[config.mk]
export PLATFORM = sky130hd
export DESIGN_NAME = serial_adder
export DESIGN_NICKNAME = d
export VERILOG_FILES = /design/src/rtl/serial_adder_pkg.sv /design/src/rtl/serial_adder_fa_cell.sv /design/src/rtl/serial_adder.sv
export SDC_FILE = /design/constraint.sdc
export NUM_CORES = 1
export LEC_CHECK = 0
export BUFFER_PORTS_ARGS = -buffer_cell sky130_fd_sc_hd__buf_4
export CORE_ASPECT_RATIO = 0.9
export CORE_UTILIZATION = 41
export DETAILED_ROUTE_END_ITERATION = 8
export SYNTH_ARGS = -nofsm -noshare
export SYNTH_HDL_FRONTEND = slang
export SYNTH_SLANG_ARGS = --single-unit
export TNS_END_PERCENT = 1
[constraint.sdc]
create_clock -name clock -period 2.6 [get_ports clock]
set_clock_uncertainty 0.15 [all_clocks]
set_input_delay 0.52 -clock clock [delete_from_list [all_inputs] [get_ports clock]]
set_output_delay 0.52 -clock clock [all_outputs]
set_load 0.05 [all_outputs]
[src/rtl/serial_adder_pkg.sv]
// serial_adder_pkg: shared FSM state type and WIDTH legality bounds for the bit-serial adder.
package serial_adder_pkg;

    typedef enum logic [1:0] {
        IDLE = 2'b00,
        ADD  = 2'b01,
        DONE = 2'b10
    } state_t;

    localparam int MIN_WIDTH = 1;
    localparam int MAX_WIDTH = 32;

endpackage

[src/rtl/serial_adder_fa_cell.sv]
// fa_cell: combinational one-bit full adder.
module fa_cell (
    input  logic a,
    input  logic b,
    input  logic cin,
    output logic sum,
    output logic cout
);

    assign sum  = a ^ b ^ cin;
    assign cout = (a & b) | (cin & (a ^ b));

endmodule

[src/rtl/serial_adder.sv]
// serial_adder: LSB-first bit-serial adder around one full-adder cell, with a start/busy/done handshake.
module serial_adder
    import serial_adder_pkg::*;
#(
    parameter int WIDTH = 8
) (
    input  logic             clock,
    input  logic             reset,
    input  logic             start,
    input  logic [WIDTH-1:0] a,
    input  logic [WIDTH-1:0] b,
    input  logic             cin,
    output logic [WIDTH-1:0] sum,
    output logic             cout,
    output logic             busy,
    output logic             done
);

    localparam int CW = (WIDTH > 1) ? $clog2(WIDTH) : 1;
    localparam logic [CW-1:0] LAST = CW'(WIDTH - 1);

    if (WIDTH < MIN_WIDTH || WIDTH > MAX_WIDTH) begin : g_bad_width
        $error("serial_adder: WIDTH out of range");
    end

    state_t           state_q;
    logic [WIDTH-1:0] a_q, b_q, res_q, res_d, sum_q;
    logic             carry_q, cout_q, fa_sum, fa_cout;
    logic [CW-1:0]    cnt_q;

    fa_cell u_fa (
        .a    (a_q[0]),
        .b    (b_q[0]),
        .cin  (carry_q),
        .sum  (fa_sum),
        .cout (fa_cout)
    );

    // Sum bit enters at the MSB; after WIDTH shifts bit 0 of the result sits at the LSB.
    assign res_d = WIDTH'({fa_sum, res_q} >> 1);

    always_ff @(posedge clock) begin
        if (reset) begin
            state_q <= IDLE;
            a_q     <= '0;
            b_q     <= '0;
            res_q   <= '0;
            sum_q   <= '0;
            carry_q <= 1'b0;
            cout_q  <= 1'b0;
            cnt_q   <= '0;
        end else begin
            case (state_q)
                IDLE: if (start) begin
                    a_q     <= a;
                    b_q     <= b;
                    carry_q <= cin;
                    cnt_q   <= '0;
                    state_q <= ADD;
                end
                ADD: begin
                    a_q     <= a_q >> 1;
                    b_q     <= b_q >> 1;
                    res_q   <= res_d;
                    carry_q <= fa_cout;
                    cnt_q   <= cnt_q + CW'(1);
                    if (cnt_q == LAST) begin
                        sum_q   <= res_d;
                        cout_q  <= fa_cout;
                        state_q <= DONE;
                    end
                end
                DONE:    state_q <= IDLE;
                default: state_q <= IDLE;
            endcase
        end
    end

    assign sum  = sum_q;
    assign cout = cout_q;
    assign busy = (state_q != IDLE);
    assign done = (state_q == DONE);

endmodule
==> impl_metrics.yaml <==
global_route:
  grt.overflow.total: 0
  grt_pass1_wl_um: 5330
  grt_usage: 0.177
  grt_max_degree: 39
  grt_pass1_vias: 1204
  antenna_found_initial: 0
worst_setup_path:
  required_ns: 1.93
  crit_arrival_ns: 1.18
  endpoint_kind: "output port"
  path_class: "reg2out"
  reg2regPathDepth: 5
  critPathMaxFanout: 8
  r2r_start: "cnt_q[0]"
  startpoint: "state_q[1]"
  cp-start-kind: "register"
placed_design:
  portBuffers: 30
  postPlaceCellArea_mm2: 0.00179
  place_congestion: 0.772
  post-dp-hpwl_um: 2160
clock_network:
  cts_tree: "done"
  cts.sinks: 38
  cts-root-buf: "clkbuf_8"
  cts_made_buffers: 5
  cts_max_level: 2
  cts.clk_slew.worst_paths_ns: 0.07
  cts_resized: 0
  post_cts_buffers: 0
  cts_buffer_depth: 2
  cts_hold_buf: 0
  clk_latency_ns: 0.28
synthesis:
  netlist_instances: 169
  netlist.area_leader.share: 0.481
  yosys_register_bits: 38
  syn_avg_cell_area_um2: 9.36
  synth_nets: 192
  yosysTopAreaCell: "dfxtp_1"
  synthDistinctLibCells: 26
  ys_warn_count: 0
  synth.area.top_cells: "dfxtp_1 48%, o221a_1 6.4%, a21oi_1 6.3%"
  ys_seq_area_frac: 0.481
  synthesis.area_mm2: 0.00158
worst_hold_path:
  hold_path_class: "reg2reg"
  whs_path_depth: 2
  hold_start: "sum[2]"
final_layout:
  n_fill_cell: 366
  diodes: 0
  drive_above_1_share: 0.282
  final_cell_area_mm2: 0.00187
  nets: 218
  syn_to_final_growth_pct: 18.0
power_and_ir_drop:
  p_leak_nw: 0.728
  ir_worst_vdd_mv: 0.265
  powerDensity_mw_per_mm2: 612
timing:
  rsz0062_at_grt: "no"
  max_freq_mhz: 541
  fin_crit_ns: 1.85
  worstMarginPinSlew_ns: 0.659
  finalMaxSlewViolations: 0
  max-slew-margin-rel: 0.560
  hold_viol: 0
  setup_violations: 0
  finalSetupTns_ns: 0
  finalCritPeriodShare: 0.711
drt:
  via_per_inst: 5.23
  post-route-drc-count: 0
  wl_per_cell_um: 13.5
  firstDrtPassIters: 4
  ant_nets: 0
  vias: 1260
  drt_first_iter_violations: 57
  wirelength_um: 3260
floorplan:
  std_cell_rows: 21
  fp.dieH_um: 60.9
  die_x_um: 67.5
  initial_core_util: 0.427
  ioPinCount: 31
  die_area_mm2: 0.00411
  core_area_mm2: 0.00370
job:
  cap_violations: 0
run_status:
  status: "complete, no violations"
==> sequential cells by signal, summed over array words and instances, names as in the netlist <==
signal / flops
sum: 8
cnt_q: 3
b_q: 8
carry_q: 1
res_q: 7
state_q: 2
cout: 1
a_q: 8
==> per-stage QoR <==
| stage | hold WS [ns] | setup WS [ns] | util | std cells | power, W |
|---|---|---|---|---|---|
| 3_3_place_gp | 0.296 | 0.936 | 0.483 | 234 | 0.000770 |
| 3_5_place_dp | 0.301 | 0.860 | 0.483 | 234 | 0.000776 |
| 2_1_floorplan | 0.287 | 0.734 | - | 169 | 0.000739 |
| 5_1_grt | 0.329 | 0.622 | 0.504 | 241 | 0.00119 |
| 4_1_cts | 0.312 | 0.733 | 0.504 | 241 | 0.00115 |
| 6_report | 0.308 | 0.750 | 0.504 | 241 | 0.00114 |
==> layer usage <==
| metal | track usage | part of all wire | routed length (um) |
|---|---|---|---|
| met3 | 0.0451 | 0.041 | 132 |
| met5 | 0 | 0 | 0 |
| met4 | 0.0912 | 0.014 | 46 |
| met1 | 0.222 | 0.48 | 1560 |
| met2 | 0.283 | 0.47 | 1520 |
==> cell usage after synthesis <==
library cell / instances
a211oi_1: 1
a21oi_1: 20
a21oi_2: 11
a22oi_1: 4
buf_1: 1
buf_2: 3
buf_4: 1
buf_6: 4
clkbuf_1: 3
dfxtp_1: 38
fa_1: 1
ha_1: 2
inv_1: 16
mux2i_1: 1
nand2_1: 24
nand2b_1: 1
nand3_1: 9
nand3b_1: 1
nor2_1: 8
nor2_2: 1
nor2b_1: 1
nor2b_4: 1
nor3b_1: 1
o21bai_1: 1
o221a_1: 9
o221a_2: 6
==> logic make-up (layout without fill, tap and decap cells) <==
kind of cell    count (synthesis)  after routing  share of synthesized area
mux                             1              1                    0.00633
flops                          38             38                      0.481
compound gates                 52             52                      0.259
fa+ha+maj                       3              3                     0.0285
buf+inv                        28             54                     0.0902
simple gates                   47             47                      0.135
==> cells in the final DEF (no fill, tap or decap) <==
| cell type | netlist | final |
|---|---|---|
| a21oi_2 | 11 | 11 |
| mux2i_1 | 1 | 1 |
| dfxtp_1 | 38 | 38 |
| nor2_1 | 8 | 8 |
| nand3_1 | 9 | 9 |
| clkbuf_1 | 3 | 2 |
| nor2_2 | 1 | 1 |
| o21bai_1 | 1 | 1 |
| nor2b_4 | 1 | 1 |
| buf_4 | 1 | 31 |
| nand3b_1 | 1 | 1 |
| nand2b_1 | 1 | 1 |
| nand2_1 | 24 | 24 |
| inv_1 | 16 | 16 |
| nor2b_1 | 1 | 1 |
| ha_1 | 2 | 2 |
| nor3b_1 | 1 | 1 |
| o221a_2 | 6 | 6 |
| clkbuf_8 | 0 | 5 |
| a211oi_1 | 1 | 1 |
| a22oi_1 | 4 | 4 |
| fa_1 | 1 | 1 |
| o221a_1 | 9 | 9 |
| a21oi_1 | 20 | 20 |
==> worst max-delay path: stages (launching register included) <==
cell and delay (ns):
dfxtp_1 0.51, nor2b_1 0.18, buf_4 0.21
==> layout make-up <==
type | count | area [um2] | area share
tap | 46 | 57.6 | 0.0309
inverter | 16 | 60.1 | 0.0322
sequential | 38 | 761 | 0.408
clock buffer | 7 | 76.3 | 0.0409
multi-input combinational | 103 | 678 | 0.364
timing repair buffer | 31 | 233 | 0.125
==> report_power, final <==
group          switching, W  internal (W)  leakage, nW
clock network      0.000195      0.000185       0.0383
logic             0.0000713     0.0000617        0.379
registers         0.0000185      0.000610        0.311
==> path summary, 6_finish.rpt <==
path	to	slack, ns
worst min register to register	sum[2]	0.31
worst max register to register	sum[7]	0.87
worst min-delay path	sum[2]	0.31
worst max-delay path	done	0.75
No activity file was read; power rests on OpenSTA's default activity.
